===== config.mk =====
export PLATFORM = sky130hd
export DESIGN_NAME = ahb_decoder_sn
export DESIGN_NICKNAME = d
export VERILOG_FILES = /design/src/rtl/ahb_decoder_sn.sv
export SDC_FILE = /design/constraint.sdc
export NUM_CORES = 1
export LEC_CHECK = 0
export ABC_AREA = 1
export CAP_MARGIN = 20
export CORE_MARGIN = 5
export CORE_UTILIZATION = 27
export DETAILED_ROUTE_END_ITERATION = 6
export PLACE_DENSITY_LB_ADDON = 0.3
export SLEW_MARGIN = 5
export SYNTH_ARGS = -nofsm -noshare
export SYNTH_HDL_FRONTEND = slang
export SYNTH_SLANG_ARGS = --single-unit

===== constraint.sdc =====
create_clock -name HCLK -period 2.4 [get_ports HCLK]
set_input_delay 0.24 -clock HCLK [delete_from_list [all_inputs] [get_ports HCLK]]
set_output_delay 0.24 -clock HCLK [all_outputs]
set_load 0.01 [all_outputs]

===== src/rtl/ahb_decoder_sn.sv =====
`default_nettype none
// ============================================================================
// Module   : ahb_decoder_sn
// Brief    : AHB-Lite address decoder, response mux and default error slave
// Revision : 1.0
// ============================================================================
module ahb_decoder_sn #(
    parameter int                   P_NUM        = 4,
    parameter logic [32*P_NUM-1:0]  P_HSEL_START = {32'h3000_0000, 32'h2000_0000,
                                                    32'h1000_0000, 32'h0000_0000},
    parameter logic [32*P_NUM-1:0]  P_HSEL_SIZE  = {4{32'h0001_0000}}
) (
    input  logic                  HCLK,
    input  logic                  HRESETn,
    input  logic [31:0]           HADDR,
    input  logic [1:0]            HTRANS,
    input  logic                  REMAP,
    output logic [P_NUM-1:0]      HSEL,
    output logic                  HSELd,
    input  logic [32*P_NUM-1:0]   HRDATA_S,
    input  logic [P_NUM-1:0]      HREADYOUT_S,
    input  logic [P_NUM-1:0]      HRESP_S,
    output logic [31:0]           HRDATA,
    output logic                  HREADY,
    output logic                  HRESP
);

    typedef enum logic [1:0] {
        D_IDLE = 2'd0,
        D_ERR1 = 2'd1,
        D_ERR2 = 2'd2
    } dstate_t;

    dstate_t            state_q, state_d;
    logic               remap_q, remap_d;
    logic [P_NUM:0]     dsel_q, dsel_d;

    logic [P_NUM-1:0]   w_match;
    logic [P_NUM-1:0]   w_prio;
    logic [P_NUM-1:0]   w_hsel;
    logic               w_dflt_ready;
    logic               w_dflt_resp;

    // 33-bit compare so a region can end exactly at 2^32
    for (genvar i = 0; i < P_NUM; i++) begin : g_match
        localparam logic [32:0] c_LO = {1'b0, P_HSEL_START[32*i +: 32]};
        localparam logic [32:0] c_HI = c_LO + {1'b0, P_HSEL_SIZE[32*i +: 32]};
        assign w_match[i] = ({1'b0, HADDR} >= c_LO) && ({1'b0, HADDR} < c_HI);
    end

    // Isolate the lowest set bit: lowest region index wins on overlap
    assign w_prio = w_match & (~w_match + P_NUM'(1));

    if (P_NUM >= 2) begin : g_remap
        always_comb begin
            w_hsel = w_prio;
            if (remap_q) begin
                w_hsel[0] = w_prio[1];
                w_hsel[1] = w_prio[0];
            end
        end
    end else begin : g_noremap
        assign w_hsel = w_prio;
    end

    assign HSEL  = w_hsel;
    assign HSELd = ~|w_hsel;

    assign w_dflt_ready = (state_q != D_ERR1);
    assign w_dflt_resp  = (state_q != D_IDLE);

    always_comb begin
        HRDATA = '0;
        HREADY = 1'b1;
        HRESP  = 1'b0;
        if (dsel_q[P_NUM]) begin
            HREADY = w_dflt_ready;
            HRESP  = w_dflt_resp;
        end
        for (int i = 0; i < P_NUM; i++) begin
            if (dsel_q[i]) begin
                HRDATA = HRDATA_S[32*i +: 32];
                HREADY = HREADYOUT_S[i];
                HRESP  = HRESP_S[i];
            end
        end
    end

    // Data-phase select and remap only advance at a completed transfer
    assign dsel_d  = HREADY ? {HSELd, HSEL} : dsel_q;
    assign remap_d = HREADY ? REMAP : remap_q;

    always_comb begin
        state_d = state_q;
        case (state_q)
            D_IDLE:  if (HREADY && HSELd && HTRANS[1]) state_d = D_ERR1;
            D_ERR1:  state_d = D_ERR2;
            D_ERR2:  state_d = (HSELd && HTRANS[1]) ? D_ERR1 : D_IDLE;
            default: state_d = D_IDLE;
        endcase
    end

    always_ff @(posedge HCLK or negedge HRESETn) begin
        if (!HRESETn) begin
            state_q <= D_IDLE;
            remap_q <= 1'b0;
            dsel_q  <= {1'b1, {P_NUM{1'b0}}};
        end else begin
            state_q <= state_d;
            remap_q <= remap_d;
            dsel_q  <= dsel_d;
        end
    end

endmodule
`default_nettype wire


## Yosys cells after proc, flatten, opt, wreduce, memory -nomap -nowiden

Cells that the tools add are included.

| storage, ports and cells | value |
|---|---|
| flip-flop bits (word level) | 8 |
| input bits | 173 |

| cells by class | value |
|---|---|
| eq/ne operators | 4 |
| $lt $le $gt $ge | 7 |
| reduce and logical (&&, ||, !) cells | 10 |
| mux-type cells | 18 |
| bitwise operators | 2 |
| add/sub/neg operators | 1 |

Operators by type and width:

| kind | number |
|---|---|
| $mux W32 | 4 |
| $ge A32 B30 Y1 const B | 2 |
| $lt A32 B30 Y1 const B | 2 |
| $ge A32 B29 Y1 const B | 1 |
| $lt A32 B17 Y1 const B | 1 |
| $lt A32 B29 Y1 const B | 1 |
| $mux W1 | 11 |
| $logic_and A1 B1 Y1 | 6 |
| $pmux W2 S3 | 1 |
| $add A4 B1 Y4 const B | 1 |
| $and A4 B4 Y4 | 1 |
| $mux W2 | 2 |
| $not A4 Y4 | 1 |
| $reduce_or A4 Y1 | 1 |
| $eq A2 B1 Y1 const B | 1 |
| $eq A2 B2 Y1 const B | 1 |
| $logic_not A2 Y1 | 1 |
| $ne A2 B1 Y1 const B | 1 |
| $ne A2 B2 Y1 const B | 1 |
| $reduce_bool A2 Y1 | 1 |
| $logic_not A1 Y1 | 1 |

## Depth between registers and ports, before layout

Gate-level depths: netlist (run 1).

| depth | value |
|---|---|
| depth in word-level cells | 12 |
| mapped depth | 11 |

## Worst setup path before layout (run 1)

Ideal clock, no wire load.

| timing | value |
|---|---|
| kind | reg2out |
| start | register dsel_q[1] |
| end | output port HRDATA[21] |
| stages on the path, launching flop included | 10 |
| required time | 2160 ps |
| path slack | 1003 ps |
| path buffers | 2 |
| arrival | 1157 ps |
| path through | dfrtp_1 buf_6 inv_2 nand2_2 inv_2 buf_6 nand2_1 nand2_1 o21ai_0 o21ai_1 |

| between the ends | value |
|---|---|
| word-level cells in the longest chain between the ends | 3 |

Ends and longest elaborated chain:

| item | line | source |
|---|---|---|
| from (decl) | 36 | `logic [P_NUM:0] dsel_q, dsel_d;` |
| from (signal assigned) | 107 | `dsel_q <= {1'b1, {P_NUM{1'b0}}};` |
| from (signal assigned) | 111 | `dsel_q <= dsel_d;` |
| $mux W32 (3 in a row) | 81 | `if (dsel_q[i]) begin` |
| to (decl) | 23 | `output logic [31:0] HRDATA,` |

No other way between the ends.

## Final worst setup path (run 1)

| timing | value |
|---|---|
| start | register dsel_q[1] |
| end | output port HRESP |

| between the ends | value |
|---|---|
| word-level cells in the longest chain between the ends | 3 |

Ends and longest elaborated chain:

| item | line | source |
|---|---|---|
| $mux W1 (3 in a row) | 81 |  |
| to (decl) | 25 | `output logic HRESP` |

No other way between the ends.

==> results of run 1 <==
-- per-layer routing --
layer  wire [um]  track usage (%)  up-vias
met3         863            4.323       11
met2        4183            38.77      137
met1        2861            23.05     1115
li1            -                -     1347
met4         140            5.899        0
met5           0                0        -
-- logic make-up (layout without fill, tap and decap cells) --
group,Yosys count,after routing,share of synthesized area (%)
AO/OA/AOI/OAI,105,105,34.61
AND/OR/NAND/NOR,151,151,40.86
buffers and inverters,34,218,11.45
flip-flops,8,8,13.08
-- power groups by stage --
stage               logic [mW]  clock network, mW  registers, mW
floorplan                0.154                  0          0.184
global placement         0.462                  0          0.186
detailed placement       0.471                  0          0.189
CTS                      0.474              0.178          0.188
global route             0.512              0.184          0.194
finish                   0.470              0.171          0.187
-- cell usage in the layout, fill, tap and decap left out --
master	count
inv_1	9
and2_1	1
o21ai_2	2
inv_4	1
clkdlybuf4s50_1	193
nand3_1	3
nand2_4	2
inv_6	1
dfstp_2	1
nand2_2	2
clkbuf_1	1
a21oi_1	34
nand2_1	123
buf_12	3
dlymetal6s2s_1	1
clkinv_2	1
dfrtp_1	5
nor3_2	2
o21ai_1	32
nor2_1	12
dfrtp_2	2
nand4_1	3
buf_4	2
inv_2	1
o21ai_0	37
buf_6	2
nor2_4	2
clkbuf_8	3
nor3_1	1
-- stage by stage --
stage                     power (mW)  worst slack, ns
after floorplan               0.3381            1.003
final                         0.8287           0.1675
after detailed placement      0.6600           0.2672
after global routing          0.8897          0.02737
after global placement        0.6486           0.2796
after CTS                     0.8402          0.01253
-- worst min-delay path by stage --
stage,from,end,slack [ns],depth (start not counted)
2_1_floorplan,HRESETn,dsel_q[0]$_DFFE_PN0N_,-0.06,0
3_3_place_gp,state_q[1]$_DFFE_PN0P_,state_q[1]$_DFFE_PN0P_,0.45,1
6_report,HRESETn,remap_q$_DFFE_PN0N_,0.29,1
3_5_place_dp,state_q[1]$_DFFE_PN0P_,state_q[1]$_DFFE_PN0P_,0.48,1
5_1_grt,HRESETn,dsel_q[0]$_DFFE_PN0N_,0.33,1
4_1_cts,HRESETn,remap_q$_DFFE_PN0N_,0.30,1
-- area by class of cell --
class                      count  area, um^2
timing repair buffer         201        2042
fill                         518        1939
multi-input combinational    256        1162
sequential                     8       203.9
tap                           72       90.09
inverter                      13       57.56
clock buffer                   4       45.04
-- critical path: cells and delay by family (launching register included) --
family / cells / cell delay [ns]
AO/OA/AOI/OAI: 2 / 0.23
buffers and inverters: 4 / 0.93
flip-flops: 1 / 0.39
AND/OR/NAND/NOR: 3 / 0.21
-- sequential cells by signal, summed over array words and instances (netlist names) --
name     cells
dsel_q       5
state_q      2
remap_q      1
-- what timing repair did --
action	in CTS	in global routing
endpoints found under the hold margin	0	0
resized for setup	0	5
endpoints found under the setup margin	0	20
==> flow_summary.toml, run 1 <==
[layout]
nets = 656
area_growth_pct = 133.8
utilization_pct = 65.00
layout-drive-gt1-share_pct = 5.602
num_antenna_cells = 0
finalNonFillerCells = 554
finalInstanceArea_um2 = 3601

[power]
p_leak_nw = 1.508
seqPwrFrac_pct = 22.6
p_per_area_nw_per_um2 = 230.1
power.switching_mw = 0.2407
peakVddDrop_mv = 0.2160
p_comb_share_pct = 56.7
internal_power_mw = 0.5881
sw_frac_of_total_pct = 29.04
p_clk_share_pct = 20.7

[timing]
slew_viol_final = 0
fin_crit_ns = 2.232
tightest_slew_ns = 0.5489
period_share_pct = 93.02
rsz0062_at_grt = "no"
finalHoldViolCount = 0
tns_ns = 0
setup_viol = 0
clock_skew_ns = 0.001870
maxSlewHeadroom_pct = 63.41
max_clock_freq_mhz = 447.9
fin_hold_ws_ns = 0.2928

[worst_setup_path]
required_ns = 2.16
worstSetupStartpointType = "flip-flop"
startpoint = "dsel_q[1]$_DFFE_PN0N_"
crit_path_frequent_cell = "o21ai_0"
reg2reg_slack_ns = 1.00
r2r-end = "dsel_q[2]$_DFFE_PN0N_"
path_cells = "inv_2 > nand2_2 > inv_4 > buf_12 > nand2_1 > nand4_1 > o21ai_0 > o21ai_0 > clkdlybuf4s50_1"
end_kind = "output pin"
cp_max_fo = 23
critical_path_class = "reg -> out"
slowest_delay_ns = 0.56
cp_data_arrival_time_ns = 1.99
crit_path_end = "HRESP"
r2r_cells = 7
r2r-start = "dsel_q[3]$_DFFE_PN0N_"
crit_slowest_cell = "clkdlybuf4s50_1"

[drt]
drt_iter0_markers = 79
drc = 0
firstDrtPassIters = 4
ant_nets = 0
vias = 2610
via_per_inst = 4.711
wl_per_cell_um = 14.53
finalWirelength_mm = 8.048

[synthesis]
synth_flop_cell = "dfrtp_1"
synthArstFlopShare_pct = 100.0
synthTopCellsByArea = "nand2_1 30%, o21ai_0 12%, dfrtp_1 11%"
synth_cells = 298
mappedNetlistArea_um2 = 1540
synth_common_cells = "123 x nand2_1, 37 x o21ai_0, 34 x a21oi_1"
synth-seq-cells = 8
yosysMostFrequentCell = "nand2_1"
avgSynthCellArea_um2 = 5.169
synth_top_cell_area_share_pct = 29.98
yosysSeqAreaShare_pct = 13.08
yosysTopAreaCell = "nand2_1"
synth_nets = 471
yosys_warnings = 0
synth_edf_count = 0
synth_cell_types = 23

[hold_path]
hold_class = "in -> async"

[placement]
postPlaceCellArea_um2 = 3542
gp_congestion = 0.8698
portBuffers = 194
hpwlAfterDp_mm = 6.717
dpl.cell_count = 550

[floorplan]
start_util_pct = 27.80
die_area_um2 = 7315
core-area_um2 = 5540
die_x_um = 85.53
row_count = 27
ioPinCount = 212
die_y_um = 85.53

[clock_tree]
path_clk_slew_ns = 0.04
root_buffer = "clkbuf_8"
cts_tree = "done"
clock_latency_ns = 0.23
hold_buffers = 0
numCtsBuffers = 3
h-tree-depth = 1
clkSinkCount = 8
post-cts-setup-buffers = 0
clock_path_buffers = 2

[global_routing]
grt_pass1_vias = 2535
grt_pass1_wl_mm = 12.30
overflow = 0
antenna_found_initial = 0
grt_max_degree = 37
grtUsageTotal_pct = 20.58

[run_status]
run_status = "finished, final reports clean"

[flow_run]
cap_violations = 0
Note: power is estimated with default switching activity, not from simulation.
==> run 2, diff against run 1 <==
--- a/config.mk
+++ b/config.mk
@@ -9,6 +9,7 @@
 export CAP_MARGIN = 20
 export CORE_MARGIN = 5
 export CORE_UTILIZATION = 27
+export CTS_CLUSTER_DIAMETER = 40
 export DETAILED_ROUTE_END_ITERATION = 6
 export PLACE_DENSITY_LB_ADDON = 0.3
 export SLEW_MARGIN = 5
==> results of run 2 <==
Same layout as run 1: the final DEF is identical, and so are final timing and power.
==> run 3, diff against run 2 <==
--- a/config.mk
+++ b/config.mk
@@ -12,6 +12,7 @@
 export CTS_CLUSTER_DIAMETER = 40
 export DETAILED_ROUTE_END_ITERATION = 6
 export PLACE_DENSITY_LB_ADDON = 0.3
+export SKIP_LAST_GASP = 1
 export SLEW_MARGIN = 5
 export SYNTH_ARGS = -nofsm -noshare
 export SYNTH_HDL_FRONTEND = slang
==> results of run 3 <==
Same layout as run 1: the final DEF is identical, and so are final timing and power.
==> edit 1 (config.mk and constraints of run 2) <==
Reset style: synchronous (`HRESETn`), changed in one clocked block.
--- a/src/rtl/ahb_decoder_sn.sv
+++ b/src/rtl/ahb_decoder_sn.sv
@@ -100,7 +100,7 @@
         endcase
     end
 
-    always_ff @(posedge HCLK or negedge HRESETn) begin
+    always_ff @(posedge HCLK) begin
         if (!HRESETn) begin
             state_q <= D_IDLE;
             remap_q <= 1'b0;
Check against the original RTL: differs if HRESETn is asserted again (counterexample within 4 cycles, from zero or initial values and one cycle with HRESETn low); with HRESETn held inactive, the same outputs for 10 cycles.
==> edit 1 against run 2 <==
- final area is 3.2% lower
- synthesized area is 7.3% lower
- synthesized cell count is 18% lower
- sequential cell count stayed put
- setup slack better by 22 ps
- count of clock-buffer cells in the layout is 1 lower
- routed wire length is 7.0% higher
- critical path type unchanged
- critical endpoint is now HRDATA[26]
- highest routed layer unchanged
Power is left out: it rests on default switching activity, and per cell area and clock period it moved more than threefold.
==> edit 1: results (changes against run 2) <==
| Metric | Value |
|---|---|
| Antenna Diode Count | 0 (unchanged) |
| Synth warnings | 0 (unchanged) |
| CTS Root Cell | clkbuf_8 |
| Slowest CP cell | clkdlybuf4s50_1 |
| Met1 Wirelength | 3190 µm (+11%) |
| Mapped Avg Cell Area | 5.85 µm² (+13%) |
| Layout cell share with drive strength beyond 1 | 0.0516 (-0.00437) |
| H-tree depth | 1 (unchanged) |
| Vias in the first global route | 2,264 (-11%) |
| Reg2reg start | dsel_q[2] |
| Placed insts | 493 (-10%) |
| Crit path DAT | 1970 ps (-20 ps) |
| Sequential fraction of the synthesis area | 0.112 (-0.0186) |
| Uppermost layer routed | met4 |
| Leading registers by flop count | dsel_q: 5 flops, state_q: 2 flops, remap_q: 1 flops |
| GPL Wtd Cong | 0.869 (about the same) |
| TritonCTS Buffers | 3 (unchanged) |
| Library cells used by synthesis | 24 (+4.3%) |
| Worst hold slack | 420 ps (+127 ps) |
| Largest net degree at the start of global routing | 60 (+62%) |
| Starting DRT DRC Count | 135 (+71%) |
| Initial antenna violation count | 0 (unchanged) |
| R2r worst-path depth | 9 (+2) |
| Routed len/inst | 17.4 µm (+19%) |
| HPWL after DPL | 7130 µm (+6.2%) |
| Buffers added on ports | 194 (unchanged) |
| Top cells by area, synth | a221oi_1, o31ai_1, nor2_1, nand2_1, dfxtp_1 |
| Clock slew at reported path FFs | 40 ps (about the same) |
| Worst path max stage delay | 640 ps (+80 ps) |
| Top_reg_cell synth | dfxtp_1 |
| Tightest Pin Transition | 367 ps (-182 ps) |
| DR vias/cell | 5.08 (+7.8%) |
| Tot GR Track Use | 0.225 (+0.0194) |
| Min-Delay Path Class | flip-flop to flip-flop |
| HP Start | state_q[1] |
| Post-synth top cells | nor2_1, nand2_1, a221oi_1, o31ai_1, clkbuf_1 |
| Synth async-reset ratio | 0 (-1.00) |
| Setup bufs post-CTS | 0 (unchanged) |
| Final nets | 601 (-8.4%) |
| Met3 Routed Length | 1120 µm (+29%) |
| DRT Pass-1 Iters | 7 (+3) |
| Reg2reg setup slack | 890 ps (-110 ps) |
| DR vias | 2,520 (-3.4%) |
| Met2 Routed Length | 4140 µm (-0.96%) |
| Fillers | 452 (-13%) |
| Clock skew | 0.438 ps (-1.43 ps) |
| Worst Hold End | state_q[1] |
| Longest Clk Path Bufs | 2 (unchanged) |
| Global-route wire length before repair | 11,800 µm (-4.0%) |
| Status | completed |
| Syn_nets | 417 (-11%) |
| Hold Path Depth | 1 |
| RR Endpoint | dsel_q[1] |
| Maximum fanout along the worst path | 15 (-35%) |
| Clock Latency Late Sink | 230 ps (about the same) |
==> edit 1: area by class of cell <==
type | instances | area, µm² | share of cell area
clock buffers | 3 | 41.3 | 0.0118
well taps | 70 | 87.6 | 0.0251
flip-flops and latches | 8 | 161 | 0.0463
repair buffers | 200 | 2030 | 0.582
inverters | 18 | 73.8 | 0.0212
multi-input cells | 197 | 1090 | 0.314
==> edit 1: worst max-delay path by stage <==
stage | start | to | cells after the start
3_5_place_dp | HADDR[31] | HSEL[0] | 7
6_report | dsel_q[0] | HRDATA[26] | 6
3_3_place_gp | HADDR[23] | HSEL[0] | 9
4_1_cts | dsel_q[1] | HREADY | 8
2_1_floorplan | dsel_q[2] | HRDATA[22] | 5
5_1_grt | dsel_q[2] | HREADY | 8
==> edit 1: stage by stage <==
step | area, µm² | util | worst slack (ps)
after CTS | 3480 | 0.682 | 157
after global placement | 3440 | 0.674 | 244
final | 3490 | 0.683 | 190
after floorplan | 1430 | - | 957
after detailed placement | 3440 | 0.674 | 222
after global routing | 3490 | 0.683 | 66.3
==> edit 1: timing repair <==
item                       in CTS  in global routing
gates resized for setup         0                  1
setup endpoints to repair       0                  1
hold endpoints to repair        0                  0
==> edit 1: cells by family (layout without fill, tap and decap cells) <==
group,after synthesis,count (layout),synth area share
buffers and inverters,39,221,0.121
AOI/OAI and AO/OA,78,78,0.422
DFF,8,8,0.112
and+or+nand+nor,119,119,0.345
==> edit 1: critical path, delay by kind of cell, from the launching register on <==
kind	cells	cell delay, ps
flops	1	360
buf+inv	3	1010
simple gates	1	80
compound gates	2	300
==> edit 1: metal layers <==
metal | vias up | GRT usage
li1 | 1248 | -
met1 | 1143 | 0.258
met2 | 117 | 0.392
met3 | 12 | 0.0857
met4 | 0 | 0.0572
met5 | - | 0
==> edit 2 (settings of run 2) <==
Without the edit above. Set the parameter `P_NUM` to 5 (it was 4).
--- a/src/rtl/ahb_decoder_sn.sv
+++ b/src/rtl/ahb_decoder_sn.sv
@@ -5,7 +5,7 @@
 // Revision : 1.0
 // ============================================================================
 module ahb_decoder_sn #(
-    parameter int                   P_NUM        = 4,
+    parameter int                   P_NUM        = 5,
     parameter logic [32*P_NUM-1:0]  P_HSEL_START = {32'h3000_0000, 32'h2000_0000,
                                                     32'h1000_0000, 32'h0000_0000},
     parameter logic [32*P_NUM-1:0]  P_HSEL_SIZE  = {4{32'h0001_0000}}
Interface: changed (resized HRDATA_S, HREADYOUT_S, HRESP_S and HSEL); port bits go from 212 to 247. The function was not compared with the original's and may differ.
==> edit 2 against run 2 <==
- worst hold slack better by 2.3 ps
- synthesized area rose by 0.73%
- power up 0.68%
- routed wire length decreased by 0.41%
- final area about the same
- die area grew 0.64%
- global-route usage is essentially flat
- final cell count up 0.72%
- maximum frequency shrank 0.11%
- setup slack lost 2.4 ps
- sequential cell count unchanged
- via count is 1.4% higher
==> edit 2: results (changes against run 2) <==
| Metric | Value |
|---|---|
| Worst path max stage delay | 570 ps |
| Clock skew | 6.52 ps (+4.65 ps) |
| TritonCTS Buffers | 3 (unchanged) |
| Worst hold slack | 295 ps (+2.26 ps) |
| Worst vdd ir | 0.000390 V (+81%) |
| R2r worst-path depth | 9 (+2) |
| Buffers added on ports | 194 (unchanged) |
| Final nets | 694 (+5.8%) |
| Starting DRT DRC Count | 71 (-10%) |
| Largest net degree at the start of global routing | 41 (+11%) |
| XOR/XNOR Fraction of Synth Area | 0 (unchanged) |
| Min-Delay Path Class | input pin to asynchronous set/reset pin |
| Mapped Avg Cell Area | 5.17 µm² (about the same) |
| Layout cell share with drive strength beyond 1 | 0.0597 (+0.00365) |
| Initial antenna violation count | 0 (unchanged) |
| Tot GR Track Use | 0.206 (about the same) |
| Post-synthesis mux area share | 0 (unchanged) |
| Longest Clk Path Bufs | 2 (unchanged) |
| Routed len/inst | 14.4 µm (-1.1%) |
| Maximum fanout along the worst path | 12 (-48%) |
| Reg2reg start | dsel_q[1] |
| Tightest Pin Transition | 524 ps (-24.5 ps) |
| Post-synthesis compound-gate area fraction | 0.344 (-0.00251) |
| Adder-Cell Fraction of Synth Area | 0 (unchanged) |
| Top cells by area, synth | nand2_1, o21ai_0, dfrtp_1, a21oi_1, o21ai_1 |
| Syn_nets | 507 (+7.6%) |
| DR vias/cell | 4.74 (+0.65%) |
| Top_reg_cell synth | dfrtp_1 |
| LEAKAGE | 1.50 nW (-0.44%) |
| Library cells used by synthesis | 25 (+8.7%) |
| CTS Root Cell | clkbuf_8 |
| GPL Wtd Cong | 0.866 (-0.45%) |
| Sw Ratio | 0.295 (+0.00444) |
| Reg2reg setup slack | 1020 ps (+20 ps) |
| Setup bufs post-CTS | 0 (unchanged) |
| Global-route wire length before repair | 12,500 µm (+1.3%) |
| Non-Filler Instances | 558 (+0.72%) |
| HPWL after DPL | 6740 µm (+0.41%) |
| Sequential fraction of the synthesis area | 0.130 (-0.000949) |
| Vias in the first global route | 2,493 (-1.7%) |
| Post-CTS resize count | 0 (unchanged) |
| Placed insts | 554 (+0.73%) |
| Status | completed |
## edit 2: cell types whose count changed after synthesis
| cell | delta |
|---|---|
| buf_4 | +1 |
| conb_1 | +1 |
## edit 2: how the worst max path moves through the flow
stage | to | startpoint | cells after the start
after floorplan | HRDATA[21] | dsel_q[1] | 9
after global placement | HSEL[0] | HADDR[24] | 7
after detailed placement | HSEL[0] | HADDR[31] | 7
after CTS | HRDATA[30] | dsel_q[1] | 9
after global routing | HRDATA[9] | dsel_q[1] | 9
final | HRDATA[30] | dsel_q[1] | 9
## edit 2: metrics by stage
stage	setup slack, ps	total power, mW	util	cell area [µm²]
after floorplan	1000	0.340	-	1550
after global placement	275	0.651	0.642	3560
after detailed placement	234	0.662	0.642	3560
after CTS	42.3	0.842	0.650	3600
after global routing	25.0	0.895	0.650	3600
final	165	0.834	0.650	3600
## edit 2: power by group through the flow
stage	Combinational [mW]	Clock, mW	Sequential, mW
2_1_floorplan	0.156	0	0.184
3_5_place_dp	0.472	0	0.189
3_3_place_gp	0.465	0	0.186
4_1_cts	0.477	0.178	0.187
5_1_grt	0.521	0.183	0.191
6_report	0.474	0.173	0.188
## edit 2: layout make-up
| type | instances | area, µm² |
|---|---|---|
| Fill cell | 505 | 1940 |
| Tap cell | 72 | 90.1 |
| Inverter | 13 | 57.6 |
| Multi-Input combinational cell | 257 | 1170 |
| Sequential cell | 8 | 203 |
| Timing Repair Buffer | 204 | 2040 |
| Clock buffer | 4 | 45.0 |
## edit 2: cells by family after synthesis
family	count (synthesis)
compound gates	105
simple gates	151
other cells	1
buf+inv	35
flops	8
## edit 2: layer usage
layer / track usage / share of wire / vias to the layer above
li1: - / - / 1361
met1: 0.251 / 0.40 / 1138
met2: 0.364 / 0.48 / 132
met3: 0.0423 / 0.091 / 15
met4: 0.0590 / 0.022 / 0
met5: 0 / 0 / -
